### src/rtl/v_init_check.sv
// Read-back checker that sweeps an N-entry memory through its read port and
// compares every returned word against EXP, reporting pass/fail and error info.
module v_init_check #(
  parameter int             N         = 16,
  parameter int             W         = 32,
  parameter int             RD_LAT    = 1,
  parameter logic [W-1:0]   EXP       = '0,
  parameter int             ERR_CNT_W = 8
) (
  input  logic                       clk,
  input  logic                       rst,
  output logic                       o_rd_en_r,
  output logic [$clog2(N)-1:0]       o_rd_addr_r,
  input  logic [W-1:0]               i_rd_data,
  input  logic                       i_start,
  output logic                       o_busy_r,
  output logic                       o_done_r,
  output logic                       o_pass_r,
  output logic                       o_err_vld_r,
  output logic [$clog2(N)-1:0]       o_err_addr_r,
  output logic [ERR_CNT_W-1:0]       o_err_cnt_r
);

  localparam int AW = $clog2(N);

  typedef enum logic [3:0] {
    IDLE  = 4'b0001,
    ISSUE = 4'b0010,
    DRAIN = 4'b0100,
    DONE  = 4'b1000
  } state_t;

  state_t                      state_q, state_d;
  logic                        rd_en_q, rd_en_d;
  logic [AW-1:0]               rd_addr_q, rd_addr_d;
  logic                        busy_q, busy_d;
  logic                        done_q, done_d;
  logic                        pass_q, pass_d;
  logic                        err_vld_q, err_vld_d;
  logic [AW-1:0]               err_addr_q, err_addr_d;
  logic [ERR_CNT_W-1:0]        err_cnt_q, err_cnt_d;
  logic [RD_LAT-1:0]           pipe_vld_q, pipe_vld_d;
  logic [RD_LAT-1:0][AW-1:0]   pipe_addr_q, pipe_addr_d;
  logic                        cmp_vld;
  logic [AW-1:0]               cmp_addr;
  logic                        mismatch;

  function automatic logic [ERR_CNT_W-1:0] sat_inc(input logic [ERR_CNT_W-1:0] v);
    return (&v) ? v : v + ERR_CNT_W'(1);
  endfunction

  always_comb begin
    state_d     = state_q;
    rd_en_d     = rd_en_q;
    rd_addr_d   = rd_addr_q;
    busy_d      = busy_q;
    done_d      = done_q;
    pass_d      = pass_q;
    err_vld_d   = err_vld_q;
    err_addr_d  = err_addr_q;
    err_cnt_d   = err_cnt_q;

    // Return-tracking pipe: the tail entry lines up with i_rd_data this cycle.
    pipe_vld_d     = '0;
    pipe_addr_d    = '0;
    pipe_vld_d[0]  = rd_en_q;
    pipe_addr_d[0] = rd_addr_q;
    for (int i = 1; i < RD_LAT; i++) begin
      pipe_vld_d[i]  = pipe_vld_q[i-1];
      pipe_addr_d[i] = pipe_addr_q[i-1];
    end
    cmp_vld  = pipe_vld_q[RD_LAT-1];
    cmp_addr = pipe_addr_q[RD_LAT-1];
    mismatch = cmp_vld && (i_rd_data != EXP);

    if (mismatch) begin
      err_cnt_d = sat_inc(err_cnt_q);
      if (!err_vld_q) begin
        err_vld_d  = 1'b1;
        err_addr_d = cmp_addr;
      end
    end

    case (state_q)
      IDLE: ;
      ISSUE: begin
        if (rd_addr_q == AW'(N - 1)) begin
          rd_en_d = 1'b0;
          state_d = DRAIN;
        end else begin
          rd_addr_d = rd_addr_q + AW'(1);
        end
      end
      DRAIN: begin
        // Leave once nothing remains behind the compare happening on this edge.
        if (pipe_vld_d == '0) begin
          state_d = DONE;
          busy_d  = 1'b0;
          done_d  = 1'b1;
          pass_d  = (err_cnt_d == '0);
        end
      end
      DONE: ;
      default: begin
        state_d = IDLE;
        rd_en_d = 1'b0;
        busy_d  = 1'b0;
      end
    endcase

    // A start restarts from any state and discards every in-flight return.
    if (i_start) begin
      state_d    = ISSUE;
      rd_en_d    = 1'b1;
      rd_addr_d  = '0;
      busy_d     = 1'b1;
      done_d     = 1'b0;
      pass_d     = 1'b0;
      err_vld_d  = 1'b0;
      err_addr_d = '0;
      err_cnt_d  = '0;
      pipe_vld_d = '0;
    end
  end

  always_ff @(posedge clk) begin
    if (rst) begin
      state_q     <= IDLE;
      rd_en_q     <= 1'b0;
      rd_addr_q   <= '0;
      busy_q      <= 1'b0;
      done_q      <= 1'b0;
      pass_q      <= 1'b0;
      err_vld_q   <= 1'b0;
      err_addr_q  <= '0;
      err_cnt_q   <= '0;
      pipe_vld_q  <= '0;
      pipe_addr_q <= '0;
    end else begin
      state_q     <= state_d;
      rd_en_q     <= rd_en_d;
      rd_addr_q   <= rd_addr_d;
      busy_q      <= busy_d;
      done_q      <= done_d;
      pass_q      <= pass_d;
      err_vld_q   <= err_vld_d;
      err_addr_q  <= err_addr_d;
      err_cnt_q   <= err_cnt_d;
      pipe_vld_q  <= pipe_vld_d;
      pipe_addr_q <= pipe_addr_d;
    end
  end

  assign o_rd_en_r    = rd_en_q;
  assign o_rd_addr_r  = rd_addr_q;
  assign o_busy_r     = busy_q;
  assign o_done_r     = done_q;
  assign o_pass_r     = pass_q;
  assign o_err_vld_r  = err_vld_q;
  assign o_err_addr_r = err_addr_q;
  assign o_err_cnt_r  = err_cnt_q;

endmodule
### config.mk
export PLATFORM = sky130hd
export DESIGN_NAME = v_init_check
export DESIGN_NICKNAME = d
export VERILOG_FILES = /design/src/rtl/v_init_check.sv
export SDC_FILE = /design/constraint.sdc
export NUM_CORES = 1
export LEC_CHECK = 0
export ABC_AREA = 1
export BUFFER_PORTS_ARGS = -buffer_cell sky130_fd_sc_hd__buf_2
export CORE_UTILIZATION = 25
export DETAILED_ROUTE_END_ITERATION = 6
export GPL_ROUTABILITY_DRIVEN = 0
export PLACE_DENSITY_LB_ADDON = 0.05
export SYNTH_ARGS = -nofsm -noshare
export SYNTH_HDL_FRONTEND = slang
export SYNTH_SLANG_ARGS = --single-unit
### constraint.sdc
create_clock -name clk -period 4 [get_ports clk]
set_input_delay 0.4 -clock clk [delete_from_list [all_inputs] [get_ports clk]]
set_output_delay 0.4 -clock clk [all_outputs]
set_load 0.02 [all_outputs]
==> Word-level counts from Yosys, hierarchy flattened <==
Cells that the tools add are included.
{ "word_totals": {"reg_bits": 30, "in_bits": 35, "output_inout_bits": 21, "elab_cells": 57} }
{ "classes": {"add_sub_neg": 2, "n_eq_ne": 12, "n_mux": 12, "n_bitwise": 4, "n_reduce_logical": 15} }
{ "op_table": {"columns": ["op", "count"], "rows": [
  ["nonzero test 32 bit", 1],
  ["2-to-1 mux 8 bit", 2],
  ["case mux 4 bit (3 select lines)", 1],
  ["AND reduction 2 bit", 5],
  ["adder 8 x 1 -> 8 bit, second input constant", 1],
  ["== test 4 bit, second input constant", 2],
  ["zero test 8 bit", 1],
  ["2-to-1 mux 4 bit", 2],
  ["AND reduction 8 bit", 1],
  ["!= test 2 x 1 -> 1 bit, second input constant", 3],
  ["!= test 3 bit, second input constant", 2],
  ["AND reduction 3 bit", 2],
  ["OR reduction 3 bit", 2],
  ["adder 4 x 1 -> 4 bit, second input constant", 1],
  ["== test 4 x 1 -> 1 bit, second input constant", 1],
  ["== test 4 x 2 -> 1 bit, second input constant", 1],
  ["== test 4 x 3 -> 1 bit, second input constant", 1],
  ["2-to-1 mux 1 bit", 4],
  ["!= test 2 bit, second input constant", 2],
  ["NOT 1 bit", 4],
  ["case mux 1 bit (2 select lines)", 2],
  ["OR reduction 2 bit", 2],
  ["2-to-1 mux 2 bit", 1],
  ["logical AND 1 bit", 1]
]} }

==> Depth between registers and ports, before layout <==
Gate-level depths: netlist of the first run.
{ "depth": {"ltp_word": 4, "depth_mapped": 13, "depth_no_buf": 13} }

==> Least setup slack after synthesis of the first run <==
No wires, ideal clock.
{ "synth_path": {"path_kind": "register to register", "start": "register err_cnt_q[1], in the netlist o_err_cnt_r[1]", "end": "register pass_q, in the netlist o_pass_r", "setup_ps": 112, "t_arrival_ps": 1584, "t_required_ps": 3888, "setup_slack_ps": 2304, "path_stages_with_launch": 12, "n_path_buf": 0, "period_less_slack_ps": 1696, "cell_sequence": "dfxtp_1 ha_1 inv_1 nor2_4 nand2_2 xor2_1 o21ai_1 inv_1 nand3_1 nor2_1 nor2_1 nor2_1"} }
{ "synth_via": {"elab_chain_len": 4, "elab_cells_between_ends": 5, "cone_classes": "add/sub: 1; mux: 2; reduce/logical: 2"} }
{ "synth_lines": {"columns": ["element", "line", "source"], "rows": [
  ["start, declared", "41", "logic [ERR_CNT_W-1:0] err_cnt_q, err_cnt_d;"],
  ["start signal, assigned", "148", "err_cnt_q <= err_cnt_d;"],
  ["adder 8 x 1 -> 8 bit or AND reduction 8 bit (tied branches)", "49", "return (&v) ? v : v + ERR_CNT_W'(1);"],
  ["2-to-1 mux 8 bit", "49", null],
  ["2-to-1 mux 8 bit (*)", "76", "if (mismatch) begin"],
  ["zero test 8 bit (*)", "100", "pass_d = (err_cnt_d == '0);"],
  ["end signal, assigned", "145", "pass_q <= pass_d;"],
  ["end, declared", "38", "logic pass_q, pass_d;"]
]} }
Every way passes the cells marked *; elsewhere a longest branch is shown, timed or not.
A chain may end at the register's enable or synchronous reset.

==> Final worst setup path of the first run <==
{ "layout_path": {"start": "input i_rd_data[1]", "end": "register pass_q, in the netlist o_pass_r"} }
{ "layout_via": {"elab_chain_len": 4} }
{ "layout_lines": {"columns": ["element", "line", "source"], "rows": [
  ["start, declared", "14", "input logic [W-1:0] i_rd_data,"],
  ["nonzero test 32 bit", "74", "mismatch = cmp_vld && (i_rd_data != EXP);"],
  ["logical AND 1 bit", "74", null],
  ["2-to-1 mux 8 bit", "76", null],
  ["zero test 8 bit", "100", null]
]} }
Every way passes these cells.

==> impl.org, run 1 <==
** Synth
- Synthesized Nets :: between 200 and 300
- Summing every instance area after synthesis gives 1635 um^2.
- Number of synthesized register bits :: 30
- Of all cell types, the one taking the most synthesized area is sky130_fd_sc_hd__dfxtp_1.
- sky130_fd_sc_hd__nand2_1 is the most common cell in the netlist.
- Leading cell types by count after synthesis :: 50 x sky130_fd_sc_hd__nand2_1, 49 x sky130_fd_sc_hd__nor2_1, 30 x sky130_fd_sc_hd__dfxtp_1
- Of all flip-flops after synthesis, the portion carrying an async set or reset was 0.
- For this run, the register share of the synthesized area comes to 0.3673.
- Synthesized area per cell :: between 6 and 7 um^2
- Count of flip-flops with a built-in enable after synthesis :: 0
- During synthesis, Yosys emitted a total of 0 warnings.
- In the synthesized netlist the dominant register cell turns out to be sky130_fd_sc_hd__dfxtp_1.
- Number of instances in the synthesized netlist :: between 200 and 250
- Post-synthesis cell type count :: 32
- Leading cell types by total area after synthesis :: sky130_fd_sc_hd__dfxtp_1 37%, sky130_fd_sc_hd__nand2_1 11%, sky130_fd_sc_hd__nor2_1 11%, sky130_fd_sc_hd__nand3_1 6.4%, sky130_fd_sc_hd__a21oi_1 6.1%
- Top-area cell type share of the netlist area :: 0.3673

** Place
- Placed instance count :: approximately 370
- OpenSTA, run right after detailed placement, puts the worst setup slack at between 1.5 and 2 ns.
- The wire-length estimate of the detail-placed layout is 3096 um.
- During placement, the flow inserted port buffers numbering 55.

** Routing
- Detail-routed via count per cell :: 4.474
- DRC violation count after routing :: 0
- Detailed-route wire length :: around 3800 um
- For this run, the detailed router's first-pass iteration total came to 4.
- Total via count after detailed routing :: 1700
- Once detail routing completed, the nets flagged for antenna violations numbered 0.
- After detailed routing, the average wire length per cell comes to about 10 um.
- DRC violation total after the first TritonRoute iteration :: 42

** STA
- Setup repair after global routing left no endpoint under its margin.
- Final Cycle Share :: 0.4636
- Final setup TNS :: 0 ns
- The hold violation count in the final report is 0.
- Setup clock skew after layout :: around 0.007 ns
- Worst Setup Slack, final :: about 2.1 ns
- Worst Max-Slew Pin Slew :: between 0.7 and 0.8 ns
- Clock period minus final worst setup slack :: 1.854 ns
- Setup violations remaining at the end of the flow were counted as 0.
- In this run the tightest slew margin relative to its limit is 0.5252.
- The number of pins exceeding their max-slew limit in the final report was 0.
- Top achievable clock speed :: between 500 and 600 MHz

** Floorplanning
- The initialized floorplan defines 29 standard-cell rows.
- Ports :: between 50 and 60
- The die covers between 6000 and 7000 um^2.
- The initial utilization of the core area, before any placement, comes to 0.2575.
- Chip width :: around 83 um
- Floorplan Core Area :: roughly 6300 um^2
- Die height :: roughly 83 um

** Clock network
- Total number of clock tree sinks :: 30
- TritonCTS built the clock tree.
- In this run, post-CTS hold repair placed 0 buffers.
- Number of gates given a new drive strength after cts :: 0
- After clock tree synthesis, the clock-pin slew on the worst setup and hold paths is 0.06 ns.
- The tree is rooted in a sky130_fd_sc_hd__clkbuf_8.
- CTS max path bufs :: 2
- After clock tree synthesis, the setup repair step added 0 buffers.
- The H-tree generated during clock tree synthesis spans 2 levels.
- Skew-Pair Late Insertion Delay :: between 0.2 and 0.3 ns
- In this run, CTS created clock tree buffers numbering 5.

** Critical path
- Worst Setup End Kind :: flip-flop
- Of all nets on the critical path, the largest fanout is 11.
- Arr. time, crit path :: 1.99 ns
- The critical path is of the in2reg type.
- Data required, critical path :: slightly above 4 ns
- STA classifies the critical path startpoint as an input pin.

** Global routing
- Number of global-route vias before repair :: 1595
- After global routing the overflow that remains totals 0.
- Entering global routing, the biggest net connects 22 pins.
- Across every metal layer, demand over resource in global routing totals 0.1190.
- Number of antenna violations at the first check in global routing :: 0
- Wire length of the first global-routing pass :: 6844 um

** Status
- The flow ran to the end, and the final reports show no timing, DRC or antenna violations.

** Cells and area
- The filler cells instantiated in the layout total roughly 700.
- The final layout contains ~340 nets.
- Of the cells placed in the final design, the portion with a size suffix greater than 1 is 0.2640.
- Final Core Density :: 0.3265
- 0 antenna diodes ended up in the layout.
- Count of non-filler cells in the finished layout :: 380
- From synthesis to final layout, the design area changed by 26.78%.

** Flow run
- Max-Cap Viols :: 0

** Pwr
- Power consumption :: 660.5 uW
- For this design the ratio of total power to cell area is 318.6 nW/um^2.
- Leakage power figure :: about 0.00096 uW
- The worst-case IR drop observed on VDD is ~0.22 mV.

** Worst hold path
- In this run the worst hold path is classified as in2reg.
[kinds of logic after synthesis]
family          synth area share
compound gates            0.1002
xor+xnor                 0.01607
fa+ha+maj                0.01530
buf+inv                  0.08416
flops                     0.3673
simple gates              0.4170
[layer usage]
layer,vias to the layer above,track usage,part of all wire
met2,45,0.1967,0.46
li1,905,-,-
met1,746,0.1522,0.48
met4,0,0.03292,0.0095
met5,-,0,0
met3,4,0.03181,0.047
[state kept, by name (all words and copies together) (netlist names)]
register      cells
cmp_addr          4
cmp_vld           1
o_busy_r          1
o_done_r          1
o_err_addr_r      4
o_err_cnt_r       8
o_err_vld_r       1
o_pass_r          1
o_rd_addr_r       4
o_rd_en_r         1
state_q           4
[critical path, cell delays in order]
cell and delay [ns]:
sky130_fd_sc_hd__buf_2 0.10, sky130_fd_sc_hd__nor2_1 0.10, sky130_fd_sc_hd__nand2_1 0.07, sky130_fd_sc_hd__nor2_1 0.12, sky130_fd_sc_hd__nand2_1 0.06, sky130_fd_sc_hd__o21ai_1 0.57
sky130_fd_sc_hd__nand2_1 0.20, sky130_fd_sc_hd__nand2_2 0.12, sky130_fd_sc_hd__nor2_2 0.04, sky130_fd_sc_hd__nand2_1 0.05, sky130_fd_sc_hd__nor2_1 0.04, sky130_fd_sc_hd__nor2_1 0.08
sky130_fd_sc_hd__nor2_1 0.04
[layout make-up]
type / instances / area, um^2 / area share
Clock inverter: 1 / 30.03 / 0.01448
Multi-Input combinational cell: 184 / 897.1 / 0.4327
Sequential cell: 30 / 600.6 / 0.2897
Clock buffer: 7 / 76.32 / 0.03681
Timing Repair Buffer: 55 / 275.3 / 0.1328
Inverter: 26 / 97.59 / 0.04707
Tap cell: 77 / 96.34 / 0.04647
[per-stage QoR]
stage	hold WS (ns)	cell area (um^2)
floorplan	0.4439	1635
CTS	0.3884	2073
global route	0.4136	2073
finish	0.4011	2073
global placement	0.4429	1967
detailed placement	0.4482	1967
[final timing paths]
| kind | start | end | slack (ns) | cells past startpoint |
|---|---|---|---|---|
| worst max-delay path | i_rd_data[1] | o_pass_r$_SDFFE_PP0P_ | 2.15 | 13 |
| worst min-delay path | rst | o_rd_en_r$_SDFFE_PP0P_ | 0.40 | 2 |
| worst max register to register | o_err_cnt_r[1]$_SDFF_PP0_ | o_pass_r$_SDFFE_PP0P_ | 2.21 | 11 |
| worst min register to register | o_done_r$_SDFFE_PP0P_ | o_done_r$_SDFFE_PP0P_ | 0.45 | 2 |
[power breakdown]
group / internal (uW) / leakage (uW) / switching [uW]
clock network: 186 / 0.0000524 / 106
registers: 304 / 0.000243 / 4.71
logic: 24.8 / 0.000660 / 34.7
total: 515 / 0.000956 / 146
[placed cells by master, fill, tap and decap left out, drive strengths merged]
master and n:
bufinv 1, nand3b 1, nor2 54, nor3 3, ha 2, nand3 22
nand2 57, clkbuf 7, xor2 1, buf 55, o21ai 6, a211oi 1
inv 26, nor4 3, nand4 6, o31ai 1, xnor2 2, a21oi 20
and2 1, a31oi 2, or2 1, dfxtp 30, nor3b 1
(Power assumes the default switching activity.)
==> inputs of run 2 (changes only) <==
==> constraint.sdc (replaced) <==
create_clock -name clk -period 1.5 [get_ports clk]
set_input_delay 0.15 -clock clk [delete_from_list [all_inputs] [get_ports clk]]
set_output_delay 0.15 -clock clk [all_outputs]
set_load 0.02 [all_outputs]
==> run 2 against run 1 <==
Effect of this change: the flow now finishes with violations (negative setup slack); total power rose to 2.6 times the previous value; clock skew down 0.0029 ns; via count rose by 5.2%; sequential cell count unchanged; global-route usage is 1.3 points higher; register-to-register slack lost 2.2 ns; worst hold slack worse by 0.26 ns; final area is 12% higher; die area did not move; sequential share of layout area shrank 2.5 points; critical endpoint unchanged; largest cell class unchanged; largest power group unchanged.
==> impl.org, run 2 (synthesized netlist as in run 1, its figures left out) <==
** Global routing
- Met2 Track Usage GR :: 0.2243 (+0.02757)
- The final global-route overflow total was 0 (unchanged).
- The maximum number of pins on one net before global-route repair came to 15 (-32%).
- In this run the most used layer during global routing was met2.
- The fraction of met3 tracks used by global routing came to 0.02783 (-0.003976).
- The number of antenna violations at the first check in global routing was 0 (unchanged).
- GRT Total Usage :: 0.1316 (+0.01264)
- The via count of the first global-routing pass came to 1745 (+9.4%).
- Met1 Track Usage GR :: 0.1594 (+0.007224)
- The first-pass GRT wire length was 7500 um (+9.6%).

** STA
- For the finished layout, the period the worst path requires is 1.517 ns.
- Worst Setup Slack, final :: -0.01746 ns (-2.163 ns)
- The slew at the pin closest to its max-slew limit is 0.2936 ns (-0.4138 ns).
- Dividing the final minimum period by the clock period gives 1.012.
- Based on the critical path, the design can be clocked at up to 659.0 MHz.
- RSZ-0062 raised after global routing :: yes
- The hold violation count in the final report is 0 (unchanged).
- The post-route clock skew was 0.004350 ns (-0.002853 ns).
- The accumulated negative setup slack is -0.01746 ns (-0.01746 ns).
- Final Hold Slack :: 0.1450 ns (-0.2560 ns)
- The max-slew headroom at the worst pin came to 0.8024 (+0.2772).
- The final count of negative-setup-slack endpoints came to 1 (+1).
- The number of pins exceeding their max-slew limit in the final report came to 0 (unchanged).

** Critical path
- Worst flop-to-flop path startpoint :: o_err_cnt_r[0]$_SDFF_PP0_
- Startpoint of the worst setup timing path :: o_err_cnt_r[0]$_SDFF_PP0_
- Maximum fanout encountered on the critical timing path :: 5 (-6)
- Flop-to-flop setup slack :: -0.02 ns (-2.23 ns)
- Critical Path Source Type :: flip-flop
- The cell that appears most often on the critical path is sky130_fd_sc_hd__nor2_1.
- In this run the critical register-to-register path is captured at o_pass_r$_SDFFE_PP0P_.
- The critical path required time came to 1.73 ns (-2.41 ns).
- Setup CP Type :: reg2reg
- Worst Setup End Kind :: flip-flop
- The number of cells on the worst reg-to-reg path came to 13 (+2).
- Capturing element of the worst setup path :: o_pass_r$_SDFFE_PP0P_
- On the critical path, the stage with the largest delay is an instance of sky130_fd_sc_hd__dfxtp_4.
- Walking the worst path, the cells encountered are ha_4, inv_1, nor2_4, nand3_1, nand2_1, nand3_1, nand3_2, nand2_1, nor2_1, nand3_1, nor2_1, nor2_1, nor2_1.
- Delay of the slowest cell on the worst path :: 0.37 ns (-0.20 ns)
- Arr. time, crit path :: 1.74 ns (-0.25 ns)

** Pwr
- VDD IR max :: 0.4255 mV (+92%)
- The power consumption was 1747 uW (+160%).
- Leakage power figure :: 0.001114 uW (+17%)
- The power density over the cells is 749.7 nW/um^2 (+140%).

** Floorplanning
- The floorplan die height came to 82.88 um (unchanged).
- The number of primary I/O pins is 56 (unchanged).
- Chip width :: 82.88 um (unchanged)
- The core outline area was 6350 um^2 (unchanged).
- Number of core rows :: 29 (unchanged)
- Starting utilization of the core area :: 0.2575 (unchanged)
- Overall die area :: 6869 um^2 (unchanged)

** Routing
- The detailed-route via count is 1788 (+5.2%).
- DRC violation total after the first TritonRoute iteration :: 71 (+69%)
- Detailed-route wire length :: 4277 um (+13%)
- Drt pass-1 iters :: 4 (unchanged)
- The post-route antenna net violation count is 0 (unchanged).
- Detail-routed via count per cell :: 4.437 (-0.83%)
- The count of unresolved DRC violations after routing came to 0 (unchanged).
- Routed length per placed instance :: 10.61 um (+6.2%)

** Cells and area
- The library cells used most frequently in the layout, excluding fill and tap cells, are 55 x sky130_fd_sc_hd__buf_2, 49 x sky130_fd_sc_hd__nand2_1, 48 x sky130_fd_sc_hd__nor2_1.
- The net total in the final layout came to 362 (+6.8%).
- Share of cells above drive strength 1 :: 0.3712 (+0.1071)
- From synthesis to final layout, the design area changed by 42.46%.
- The number of diodes was 0 (unchanged).
- Count of non-filler cells in the finished layout :: 403 (+6.1%)
- The library cell used most frequently in the layout, excluding fill and tap cells, is sky130_fd_sc_hd__buf_2.
- The number of fill cells in the layout was 687 (-4.5%).
- The flip-flop count of the largest register, all copies and words added is 8 (unchanged).

** Place
- Placed instance count :: 394 (+5.9%)
- Placed wire-length estimate after detailed placement :: 3356 um (+8.4%)
- Number of input and output port buffers inserted :: 55 (unchanged)

** Clock network
- The number of buffers inserted during clock tree synthesis is 5 (unchanged).
- The deepest clock path buffer count is 2 (unchanged).
- Number of H-tree levels :: 2 (unchanged)
- Post-CTS clock slew at the launch and capture registers of the worst setup and hold paths :: 0.07 ns (about the same)
- The clock latency reported for the late side of the worst-skew pair was 0.28 ns (about the same).
- Total number of clock tree sinks :: 30 (unchanged)
- In this run the clock root is driven by a sky130_fd_sc_hd__clkbuf_8.
- Clock tree from TritonCTS :: done

** Worst hold path
- Class of the tightest hold or removal check :: in2reg

** Status
- The checks that failed: negative setup slack.
- The run finished, with violations left.

** Flow run
- Max-Cap Viols :: 0 (unchanged)
-- run 2: power breakdown --
part	leakage, uW	internal [uW]	switching (uW)
Combinational	0.000810	87.9	109
Clock	0.0000561	421	312
Sequential	0.000248	807	9.66
-- run 2: worst min-delay path by stage --
stage,startpoint,cells past startpoint,slack [ns],to
floorplan,i_start,2,0.37,o_busy_r$_SDFFE_PP0P_
global placement,o_done_r$_SDFFE_PP0P_,2,0.45,o_done_r$_SDFFE_PP0P_
detailed placement,o_err_addr_r[1]$_SDFFE_PP0P_,2,0.45,o_err_addr_r[1]$_SDFFE_PP0P_
CTS,rst,2,0.14,state_q[1]$_SDFFE_PP0P_
global route,rst,2,0.15,o_rd_en_r$_SDFFE_PP0P_
finish,rst,2,0.15,o_rd_en_r$_SDFFE_PP0P_
-- run 2: per-layer routing --
layer  routed length [um]  vias up  share of wire
li1                     -      952              -
met1                 2037      785           0.48
met2                 1982       41           0.46
met3                  168       10          0.039
met4                   89        0          0.021
met5                    0        -              0
-- run 2: repair_timing --
item                                    in CTS  in global routing
resized for setup                            2                  8
endpoints found under the setup margin       1                  6
hold buffers                                 0                  0
hold endpoints to repair                     0                  0
pin swaps                                    2                  2
buffers inserted                             1                  0
-- run 2: final cells by class --
class                      instances  area [um^2]  share of cell area
inverter                          26        97.59             0.04189
tap                               77        96.34             0.04135
multi-input combinational        184        968.4              0.4157
clock inverter                     2        10.01            0.004296
clock buffer                       6        93.84             0.04028
timing repair buffer              78        447.9              0.1923
sequential                        30        615.6              0.2642
-- run 2: worst max-delay path, delay by kind of cell, from the launching register on --
family / cells / cell delay, ns
adders and majority gates: 1 / 0.13
buffers and inverters: 1 / 0.05
DFF: 1 / 0.37
and+or+nand+nor: 11 / 0.90
-- run 2: per-stage QoR --
stage	worst slack, ns	util	instance area (um^2)
6_report	-0.01746	0.3669	2330
5_1_grt	-0.1804	0.3669	2330
4_1_cts	-0.05529	0.3600	2286
3_5_place_dp	-0.04158	0.3409	2165
3_3_place_gp	-0.03353	0.3409	2165
2_1_floorplan	0.02238	-	1668
